**config.mk**
```make
export PLATFORM = sky130hd
export DESIGN_NAME = ds1302_disp_fmt
export DESIGN_NICKNAME = d
export VERILOG_FILES = /design/src/rtl/ds1302_disp_fmt.sv
export SDC_FILE = /design/constraint.sdc
export NUM_CORES = 1
export LEC_CHECK = 0
export CORE_MARGIN = 2
export CORE_UTILIZATION = 55
export CTS_CLUSTER_SIZE = 14
export DETAILED_ROUTE_END_ITERATION = 8
export DONT_BUFFER_PORTS = 1
export PLACE_DENSITY = 0.7
export SYNTH_ARGS = -nofsm -noshare
export SYNTH_HDL_FRONTEND = slang
export SYNTH_SLANG_ARGS = --single-unit
```
**constraint.sdc**
```tcl
create_clock -name sclk -period 2.7 [get_ports sclk]
set_input_delay 0.54 -clock sclk [delete_from_list [all_inputs] [get_ports sclk]]
set_output_delay 0.54 -clock sclk [all_outputs]
set_load 0.05 [all_outputs]
```
**src/rtl/ds1302_disp_fmt.sv**
```systemverilog
// Formats captured DS1302 BCD time/date bytes into eight registered display codes.
// Optional DISP_LEADING_ZERO_BLANK_EN blanks leading-zero hour/month/day tens digits.
module ds1302_disp_fmt #(
   parameter logic [15:0] CNT_1MS_MAX = 16'd49_999,
   parameter logic [15:0] PAGE_MS     = 16'd5000,
   parameter logic [15:0] STALE_MS    = 16'd2000
) (
   input  logic       sclk,
   input  logic       rst,
   input  logic       data_vld,
   input  logic [7:0] sec,
   input  logic [7:0] min,
   input  logic [7:0] hour,
   input  logic [7:0] date,
   input  logic [7:0] month,
   input  logic [7:0] year,
   input  logic       page_hold,
   output logic [3:0] bit_7,
   output logic [3:0] bit_6,
   output logic [3:0] bit_5,
   output logic [3:0] bit_4,
   output logic [3:0] bit_3,
   output logic [3:0] bit_2,
   output logic [3:0] bit_1,
   output logic [3:0] bit_0,
   output logic       page,
   output logic       stale
);

   localparam logic [3:0] BLANK = 4'd10;
   localparam logic [3:0] DASH  = 4'd11;

   logic [15:0]     cnt_1ms, cnt_page, cnt_stale;
   logic [7:0]      sec_q, min_q, hour_q, date_q, month_q, year_q;
   logic [7:0][3:0] disp, nxt;
   logic            tick, stale_now;

   assign tick      = (cnt_1ms == CNT_1MS_MAX);
   assign stale_now = (cnt_stale == STALE_MS);

   function automatic logic [3:0] dig(input logic [3:0] n);
      return (n > 4'd9) ? BLANK : n;
   endfunction

   // Leading-zero suppression only applies to tens digits that can legitimately be 0.
   function automatic logic [3:0] lz(input logic [3:0] d);
`ifdef DISP_LEADING_ZERO_BLANK_EN
      return (d == 4'd0) ? BLANK : d;
`else
      return d;
`endif
   endfunction

   always_comb begin
      nxt = {8{DASH}};
      if (!stale_now) begin
         if (!page) begin
            nxt[7] = lz(dig({2'b00, hour_q[5:4]}));
            nxt[6] = dig(hour_q[3:0]);
            nxt[4] = dig({1'b0, min_q[6:4]});
            nxt[3] = dig(min_q[3:0]);
            nxt[1] = dig({1'b0, sec_q[6:4]});
            nxt[0] = dig(sec_q[3:0]);
         end else begin
            nxt[7] = dig(year_q[7:4]);
            nxt[6] = dig(year_q[3:0]);
            nxt[4] = lz(dig({3'b000, month_q[4]}));
            nxt[3] = dig(month_q[3:0]);
            nxt[1] = lz(dig({2'b00, date_q[5:4]}));
            nxt[0] = dig(date_q[3:0]);
         end
      end
   end

   always_ff @(posedge sclk) begin
      if (rst) begin
         cnt_1ms   <= '0;
         cnt_page  <= '0;
         cnt_stale <= STALE_MS;
         page      <= 1'b0;
         stale     <= 1'b1;
         sec_q     <= '0;
         min_q     <= '0;
         hour_q    <= '0;
         date_q    <= '0;
         month_q   <= '0;
         year_q    <= '0;
         disp      <= {8{DASH}};
      end else begin
         cnt_1ms <= tick ? 16'd0 : cnt_1ms + 16'd1;

         if (data_vld) begin
            sec_q   <= sec;
            min_q   <= min;
            hour_q  <= hour;
            date_q  <= date;
            month_q <= month;
            year_q  <= year;
         end

         // A fresh strobe wins over a tick landing in the same cycle.
         if (data_vld)
            cnt_stale <= '0;
         else if (tick && !stale_now)
            cnt_stale <= cnt_stale + 16'd1;

         if (tick && !page_hold) begin
            if (cnt_page == PAGE_MS - 16'd1) begin
               cnt_page <= '0;
               page     <= ~page;
            end else begin
               cnt_page <= cnt_page + 16'd1;
            end
         end

         stale <= stale_now;
         disp  <= nxt;
      end
   end

   assign {bit_7, bit_6, bit_5, bit_4, bit_3, bit_2, bit_1, bit_0} = disp;

endmodule

```
-- After elaboration in Yosys (flattened, before gate mapping)
Cells that the tools add are included.
- $add $sub $neg: 3
- reduce and logical (&&, ||, !) cells: 10
- muxes and demuxes: 17
- equality and inequality tests: 3
- $lt $le $gt $ge: 11
- bitwise operators: 1
- operators by type and width (kind ; number):
    $add 16x1->16 const B ; 3
    $mux 4 ; 11
    $gt 4x4->1 const B ; 7
    $mux 8 ; 3
    $mux 11 ; 2
    $eq 16x11->1 const B ; 1
    $eq 16x13->1 const B ; 1
    $eq 16x16->1 const B ; 1
    $mux 16 ; 1
    $gt 2x4->1 const B ; 2
    $gt 3x4->1 const B ; 2
    $reduce_or 2->1 ; 3
    $reduce_or 4->1 ; 1
    $logic_and 1x1->1 ; 2
    $logic_not 1->1 ; 2
    $reduce_and 2->1 ; 1
    $reduce_bool 2->1 ; 1
    $not 1->1 ; 1
- register bits: 121
- input port bits: 52

-- Logic depth before layout (Yosys ltp)
Gate-level depths: netlist of run 1.
- depth in word-level cells: 5
- gate-level depth with buffers: 7
- mapped depth without buffers: 7

-- Worst setup path before layout of run 1
OpenSTA, ideal clock, no wires.
- kind: register -> register
- start: reg cnt_1ms[7]
- end: reg cnt_page[0]
- period minus slack after synthesis: 2.182 ns
- arrival time: 2.065 ns
- cell stages (with the launch flop): 7
- buffers on the path: 2
- library setup time: 0.117 ns
- slack: 0.518 ns
- cells stage by stage: dfxtp_1 -> buf_6 -> or4_4 -> or4_1 -> o31ai_2 -> buf_2 -> nor2_1
- word-level cells in the longest chain between the ends: 2
- RTL lines (item ; line ; text):
    start: declaration ; 33 ; logic [15:0] cnt_1ms, cnt_page, cnt_stale;
    start signal: assignment ; 90 ; cnt_1ms <= tick ? 16'd0 : cnt_1ms + 16'd1;
    $eq 16x16->1 ; 38 ; assign tick = (cnt_1ms == CNT_1MS_MAX);
    $logic_and 1x1->1 ; 107 ; if (tick && !page_hold) begin
    end signal: assignment ; 112 ; cnt_page <= cnt_page + 16'd1;
    end: declaration ; 33 ;
Every way passes these cells.
A chain may end at the register's enable or synchronous reset.

-- Final worst setup path of run 1
- start: reg cnt_1ms[12]
- end: reg cnt_page[10]
Same word-level chain as after synthesis.

==> flow_metrics.py, run 1 <==
metrics = {
    "worst_setup_path": {
        "path_buf_inv": 0,
        "critPathLaunchType": "flip-flop",
        "startpoint": "cnt_1ms[12]$_SDFF_PP0_",
        "crit_fanout": 29,
        "crit_slowest_cell": "or4_4",
        "max_stage_delay_ns": 0.59,
        "crit_cells": 4,
        "crit_type": "reg -> reg",
        "r2r-start": "cnt_1ms[12]$_SDFF_PP0_",
        "worst-r2r-cell-count": 4,
        "required_ns": 3.02,
        "reg2reg_setup_slack_ns": 0.39,
        "endpoint": "cnt_page[10]$_SDFFE_PP0P_",
        "worstPathCellList": "or4_4 -> or4_4 -> or4_1 -> a21oi_1",
        "r2r_end": "cnt_page[10]$_SDFFE_PP0P_",
        "crit_path_end_kind": "flip-flop",
        "arrival_ns": 2.62,
        "cp_top_family": "simple AND/OR/NAND/NOR gates",
        "crit_top_cell": "or4_4",
    },
    "route": {
        "vias": 3795,
        "routed_via_density": 5.902,
        "drtIter0Drc": 188,
        "wl_per_cell_microns": 15.71,
        "ant_nets": 0,
        "drt_wl_total_mm": 10.10,
        "drc": 0,
        "first_pass_iters": 4,
    },
    "power": {
        "seq_power_share_pct": 59.7,
        "p_comb_share_pct": 6.2,
        "swShare_pct": 27.90,
        "vdd_ir_drop_max_mv": 0.5810,
        "power-per-cell-area_mw_per_mm2": 618.3,
        "power.switching_mw": 0.8877,
        "power_frac_clock_pct": 34.0,
        "power.leakage_nw": 1.856,
        "internal-power_mw": 2.294,
    },
    "synth": {
        "yosysUniqueCellTypes": 47,
        "synthCells": 549,
        "yosysSeqAreaShare_pct": 45.44,
        "synth_flop_cell": "dfxtp_1",
        "synth.avg_cell_area_sq_um": 8.989,
        "yosys_warnings": 0,
        "synth-seq-cells": 112,
        "synth-edff-count": 0,
        "ys_async_sr_fraction_pct": 0,
        "syn-cell-area_sq_mm": 0.004935,
    },
    "cts": {
        "cts_root_buf": "clkbuf_8",
        "clkSlewWorstSetupHoldPaths_ns": 0.11,
        "cts_tree": "yes",
        "cts.sinks": 112,
        "cts_setup_buffers": 0,
        "holdBufCountCts": 0,
        "cts_resized": 0,
        "clk_latency_ns": 0.38,
        "clk_path_buf_depth": 2,
        "cts.htree.levels": 3,
        "cts_inserted_buffers": 9,
    },
    "placed_design": {
        "port_buffers": 0,
        "hpwl_mm": 6.819,
        "dpl.cell_count": 627,
        "placed_area_sq_mm": 0.004927,
        "dp_slack_ns": 0.4025,
        "globalplace.congestion": 0.8109,
    },
    "timing": {
        "setup_viol": 0,
        "tns_ns": 0,
        "max_slew.worst_pin.slew_ns": 0.9484,
        "slew_headroom_pct": 36.77,
        "finClkSkew_ns": 0.01505,
        "worst_slack_ns": 0.3914,
        "hold_ws_ns": 0.2217,
        "period_minus_slack_ns": 2.309,
        "slew_violations": 0,
        "hold_viol": 0,
        "fmax_ghz": 0.4332,
        "rsz0062_at_grt": "false",
        "fin_crit_sh_pct": 85.51,
    },
    "outcome": {
        "status": "completed",
    },
    "worst_hold_path": {
        "hold_class": "in -> reg",
        "min_path_cells": 1,
    },
    "global_route": {
        "grt_pass1_wl_mm": 16.82,
        "grt_antenna_before_repair": 0,
        "grt_max_degree": 61,
        "grt_usage_pct": 20.94,
        "grt-ovfl-total": 0,
        "grt_pass1_vias": 3542,
    },
    "die": {
        "die_w_microns": 98.72,
        "die-area_sq_mm": 0.009746,
        "coreArea_sq_mm": 0.008721,
        "rows": 34,
        "start_util_pct": 56.59,
        "die_y_microns": 98.72,
        "io_pins": 86,
    },
    "run": {
        "cap_violations": 0,
    },
    "finish": {
        "multiInputGateArea_sq_mm": 0.002470,
        "fin_cells": 643,
        "num_antenna_cells": 0,
        "n_fill_cell": 756,
        "layout_common_cells": "dfxtp_1, nor2_1, mux2i_1, nand2_1, a21oi_1",
        "syn_to_final_growth_pct": 4.285,
        "seq_area_sq_mm": 0.002243,
        "nNetsFinal": 586,
        "final_cell_area_sq_mm": 0.005146,
        "drive_gt1_share_pct": 6.542,
        "layout_commonest_cell": "dfxtp_1",
    },
}
==> flip-flops by register name, indices dropped and copies added, names as in the netlist <==
name,flops
cnt_1ms,16
cnt_page,16
cnt_stale,16
year_q,8
min_q,7
sec_q,7
date_q,6
hour_q,6
month_q,5
bit_0,4
bit_1,4
bit_3,4
bit_6,4
bit_7,4
bit_4,3
page,1
stale,1
==> area by class of cell <==
cell class | instances | share of cell area (%)
Clock buffer | 10 | 2.674
Clock inverter | 6 | 1.580
Inverter | 11 | 0.8023
Multi-Input combinational cell | 391 | 47.99
Sequential cell | 112 | 43.59
Tap cell | 108 | 2.626
Timing Repair Buffer | 5 | 0.7294
==> cells in the mapped netlist, types with 3 or more instances <==
master | count | area share (%)
buf_1 | 4 | 0.30
dfxtp_1 | 112 | 45
o31ai_1 | 12 | 1.8
nor3_1 | 7 | 0.71
inv_1 | 11 | 0.84
mux2i_1 | 51 | 10
and4_1 | 8 | 1.4
nand4b_1 | 3 | 0.53
clkbuf_1 | 25 | 1.9
nor4_1 | 8 | 1.0
o311ai_0 | 5 | 0.89
or2_2 | 4 | 0.51
a211oi_1 | 3 | 0.46
buf_4 | 9 | 1.4
o21ai_0 | 26 | 2.6
and2_1 | 5 | 0.63
nor2_1 | 62 | 4.7
or4_1 | 15 | 2.3
or3_1 | 17 | 2.2
xor2_1 | 10 | 1.8
o32a_1 | 3 | 0.61
ha_1 | 4 | 1.0
a21oi_1 | 27 | 2.7
nor2b_1 | 5 | 0.63
nand3b_1 | 3 | 0.46
nand4_1 | 22 | 2.8
and3_1 | 5 | 0.63
nand2_1 | 38 | 2.9
nand3_1 | 20 | 2.0
==> power by group through the flow <==
stage | Clock, mW | Combinational, mW | Sequential (mW)
finish | 1.08 | 0.199 | 1.90
global route | 1.18 | 0.221 | 1.91
CTS | 1.12 | 0.200 | 1.90
detailed placement | 0 | 0.199 | 1.94
global placement | 0 | 0.193 | 1.94
floorplan | 0 | 0.205 | 1.92
==> per-stage QoR <==
stage | utilization, % | total power, mW
global route | 59.01 | 3.312
floorplan | - | 2.122
detailed placement | 56.50 | 2.138
finish | 59.01 | 3.182
global placement | 56.50 | 2.131
CTS | 59.01 | 3.218
==> logic make-up (layout without fill, tap and decap cells) <==
kind of cell               count (synthesis)  after routing  synth area share [%]
DFF                                      112            112                 45.44
AOI/OAI and AO/OA                         82             82                 10.27
xor gates and xnor gates                  12             12                 2.130
adders and majority gates                  4              4                 1.014
and+or+nand+nor                          234            234                 25.68
other                                      2              8                0.1522
buffers and inverters                     52             32                 4.969
muxes                                     51             51                 10.34
==> worst min path at each step <==
| stage | startpoint | to | slack [ns] |
|---|---|---|---|
| 6_report | rst | month_q[4]$_SDFFE_PP0P_ | 0.22 |
| 3_5_place_dp | cnt_1ms[0]$_SDFF_PP0_ | cnt_1ms[0]$_SDFF_PP0_ | 0.43 |
| 5_1_grt | rst | month_q[4]$_SDFFE_PP0P_ | 0.20 |
| 3_3_place_gp | cnt_1ms[0]$_SDFF_PP0_ | cnt_1ms[0]$_SDFF_PP0_ | 0.42 |
| 2_1_floorplan | cnt_1ms[0]$_SDFF_PP0_ | cnt_1ms[0]$_SDFF_PP0_ | 0.41 |
| 4_1_cts | rst | month_q[3]$_SDFFE_PP0P_ | 0.20 |
==> routing by layer <==
metal	GRT usage, %	share of wire [%]	vias up	routed length [microns]
met4	5.058	0.84	0	85
met2	35.32	48	82	4880
met5	0	0	-	0
met1	25.17	44	1774	4450
met3	8.369	6.8	10	684
li1	-	-	1929	-
Note: power is estimated with default switching activity, not from simulation.
==> inputs of run 2 (changes only) <==
Settings changed: SLEW_MARGIN from default to 25.
Clock period 2.7 ns to 2.81 ns, I/O delays scaled along.
==> run 2 against run 1 <==
  * Combinational power down 5%
  * Non-clock buffer count is 2 lower
  * Sequential share of layout area up 0.36 points
  * Critical path type unchanged
  * Largest power group unchanged
==> flow_metrics.py, run 2 (synthesis gave the netlist of run 1 again) <==
metrics = {
    "finish": {
        "n_fill_cell": 765,
        "drive_gt1_share_pct": 6.191,
        "syn_to_final_growth_pct": 3.423,
        "final_util_pct": 58.52,
        "layout_common_cells": "dfxtp_1, nor2_1, mux2i_1, nand2_1, a21oi_1",
        "nNetsFinal": 584,
        "reg.largest.list": "cnt_1ms: 16 flops, cnt_page: 16 flops, cnt_stale: 16 flops",
        "seq_area_sq_mm": 0.002243,
        "final_cell_area_sq_mm": 0.005104,
        "multiInputGateArea_sq_mm": 0.002470,
        "layout_commonest_cell": "dfxtp_1",
        "num_antenna_cells": 0,
        "fin_cells": 641,
    },
    "timing": {
        "worst_slack_ns": 0.3865,
        "slew_headroom_pct": 36.18,
        "setup_viol": 0,
        "tns_ns": 0,
        "fmax_ghz": 0.4126,
        "fin_crit_sh_pct": 86.25,
        "finClkSkew_ns": 0.01154,
        "period_minus_slack_ns": 2.424,
        "rsz0062_at_grt": "false",
        "hold_ws_ns": 0.2567,
        "slew_violations": 0,
        "max_slew.worst_pin.slew_ns": 0.9573,
        "hold_viol": 0,
    },
    "global_route": {
        "met1_usage_pct": 26.54,
        "grt-busiest-layer": "met2",
        "grt-ovfl-total": 0,
        "grt_pass1_wl_mm": 17.60,
        "grt_max_degree": 61,
        "grtUsageMet3_pct": 8.369,
        "grt_use_met2_pct": 37.21,
        "grt_usage_pct": 21.88,
        "grt_pass1_vias": 3692,
        "grt_antenna_before_repair": 0,
    },
    "run": {
        "cap_violations": 0,
    },
    "worst_hold_path": {
        "hold_class": "in -> reg",
    },
    "worst_setup_path": {
        "crit_type": "reg -> reg",
        "arrival_ns": 2.66,
        "required_ns": 3.05,
        "worstPathCellList": "or4b_2 -> nor4_2 -> nor3_1 -> or4_1",
        "crit_fanout": 8,
        "critPathLaunchType": "flip-flop",
        "crit_slowest_cell": "or4b_2",
        "max_stage_delay_ns": 0.72,
        "crit_path_end_kind": "flip-flop",
    },
    "cts": {
        "cts.sinks": 112,
        "cts.htree.levels": 3,
        "holdBufCountCts": 0,
        "cts_inserted_buffers": 9,
        "cts_resized": 0,
        "cts_tree": "yes",
        "clk_latency_ns": 0.36,
        "cts_root_buf": "clkbuf_8",
        "clkSlewWorstSetupHoldPaths_ns": 0.11,
        "clk_path_buf_depth": 2,
        "cts_setup_buffers": 0,
    },
    "power": {
        "internal-power_mw": 2.108,
        "seq_power_share_pct": 62.0,
        "swShare_pct": 28.43,
        "power.switching_mw": 0.8372,
        "p_comb_share_pct": 6.4,
        "power.leakage_nw": 1.834,
        "power_frac_clock_pct": 31.5,
        "power-per-cell-area_mw_per_mm2": 577.1,
        "power_mw": 2.945,
        "vdd_ir_drop_max_mv": 0.3193,
    },
    "die": {
        "die_w_microns": 98.72,
        "die_y_microns": 98.72,
        "io_pins": 86,
        "die-area_sq_mm": 0.009746,
        "start_util_pct": 56.59,
        "rows": 34,
        "coreArea_sq_mm": 0.008721,
    },
    "placed_design": {
        "globalplace.congestion": 0.8336,
        "hpwl_mm": 6.976,
        "placed_area_sq_mm": 0.004912,
        "dp_slack_ns": 0.4414,
        "port_buffers": 0,
        "dpl.cell_count": 625,
    },
    "route": {
        "vias": 3832,
        "drtIter0Drc": 188,
        "routed_via_density": 5.978,
        "wl_per_cell_microns": 16.01,
        "first_pass_iters": 6,
        "drt_wl_total_mm": 10.26,
        "ant_nets": 0,
        "drc": 0,
    },
    "outcome": {
        "status": "completed",
    },
}
-- run 2: final cells by class --
type                       instances  area share (%)
inverter                          11          0.8090
clock inverter                     6           1.054
tap                              108           2.648
timing repair buffer               3          0.4413
sequential                       112           43.96
clock buffer                      10           2.697
multi-input combinational        391           48.39
-- run 2: final timing paths --
check / start / endpoint / slack [ns] / depth (start not counted)
setup / recovery: cnt_stale[2]$_SDFFE_PP0N_ / cnt_stale[4]$_SDFFE_PP1P_ / 0.39 / 4
hold reg to reg: cnt_1ms[0]$_SDFF_PP0_ / cnt_1ms[0]$_SDFF_PP0_ / 0.45 / 1
hold / removal: rst / month_q[4]$_SDFFE_PP0P_ / 0.26 / 1
setup reg to reg: cnt_stale[2]$_SDFFE_PP0N_ / cnt_stale[4]$_SDFFE_PP1P_ / 0.39 / 4
-- run 2: power groups by stage --
| stage | Combinational (mW) | Clock, mW | Sequential (mW) |
|---|---|---|---|
| after floorplan | 0.197 | 0 | 1.84 |
| after global placement | 0.182 | 0 | 1.86 |
| after detailed placement | 0.190 | 0 | 1.86 |
| after CTS | 0.191 | 0.965 | 1.83 |
| after global routing | 0.213 | 1.03 | 1.84 |
| final | 0.189 | 0.929 | 1.83 |
-- run 2: critical path, delay by kind of cell, from the launching register on --
family / cells / cell delay [ns]
flops: 1 / 0.40
simple gates: 4 / 1.90
-- run 2: per-layer routing --
layer,up-vias,routed length (microns)
met4,0,31
met2,74,5049
met3,2,698
met5,-,0
met1,1843,4482
li1,1913,-
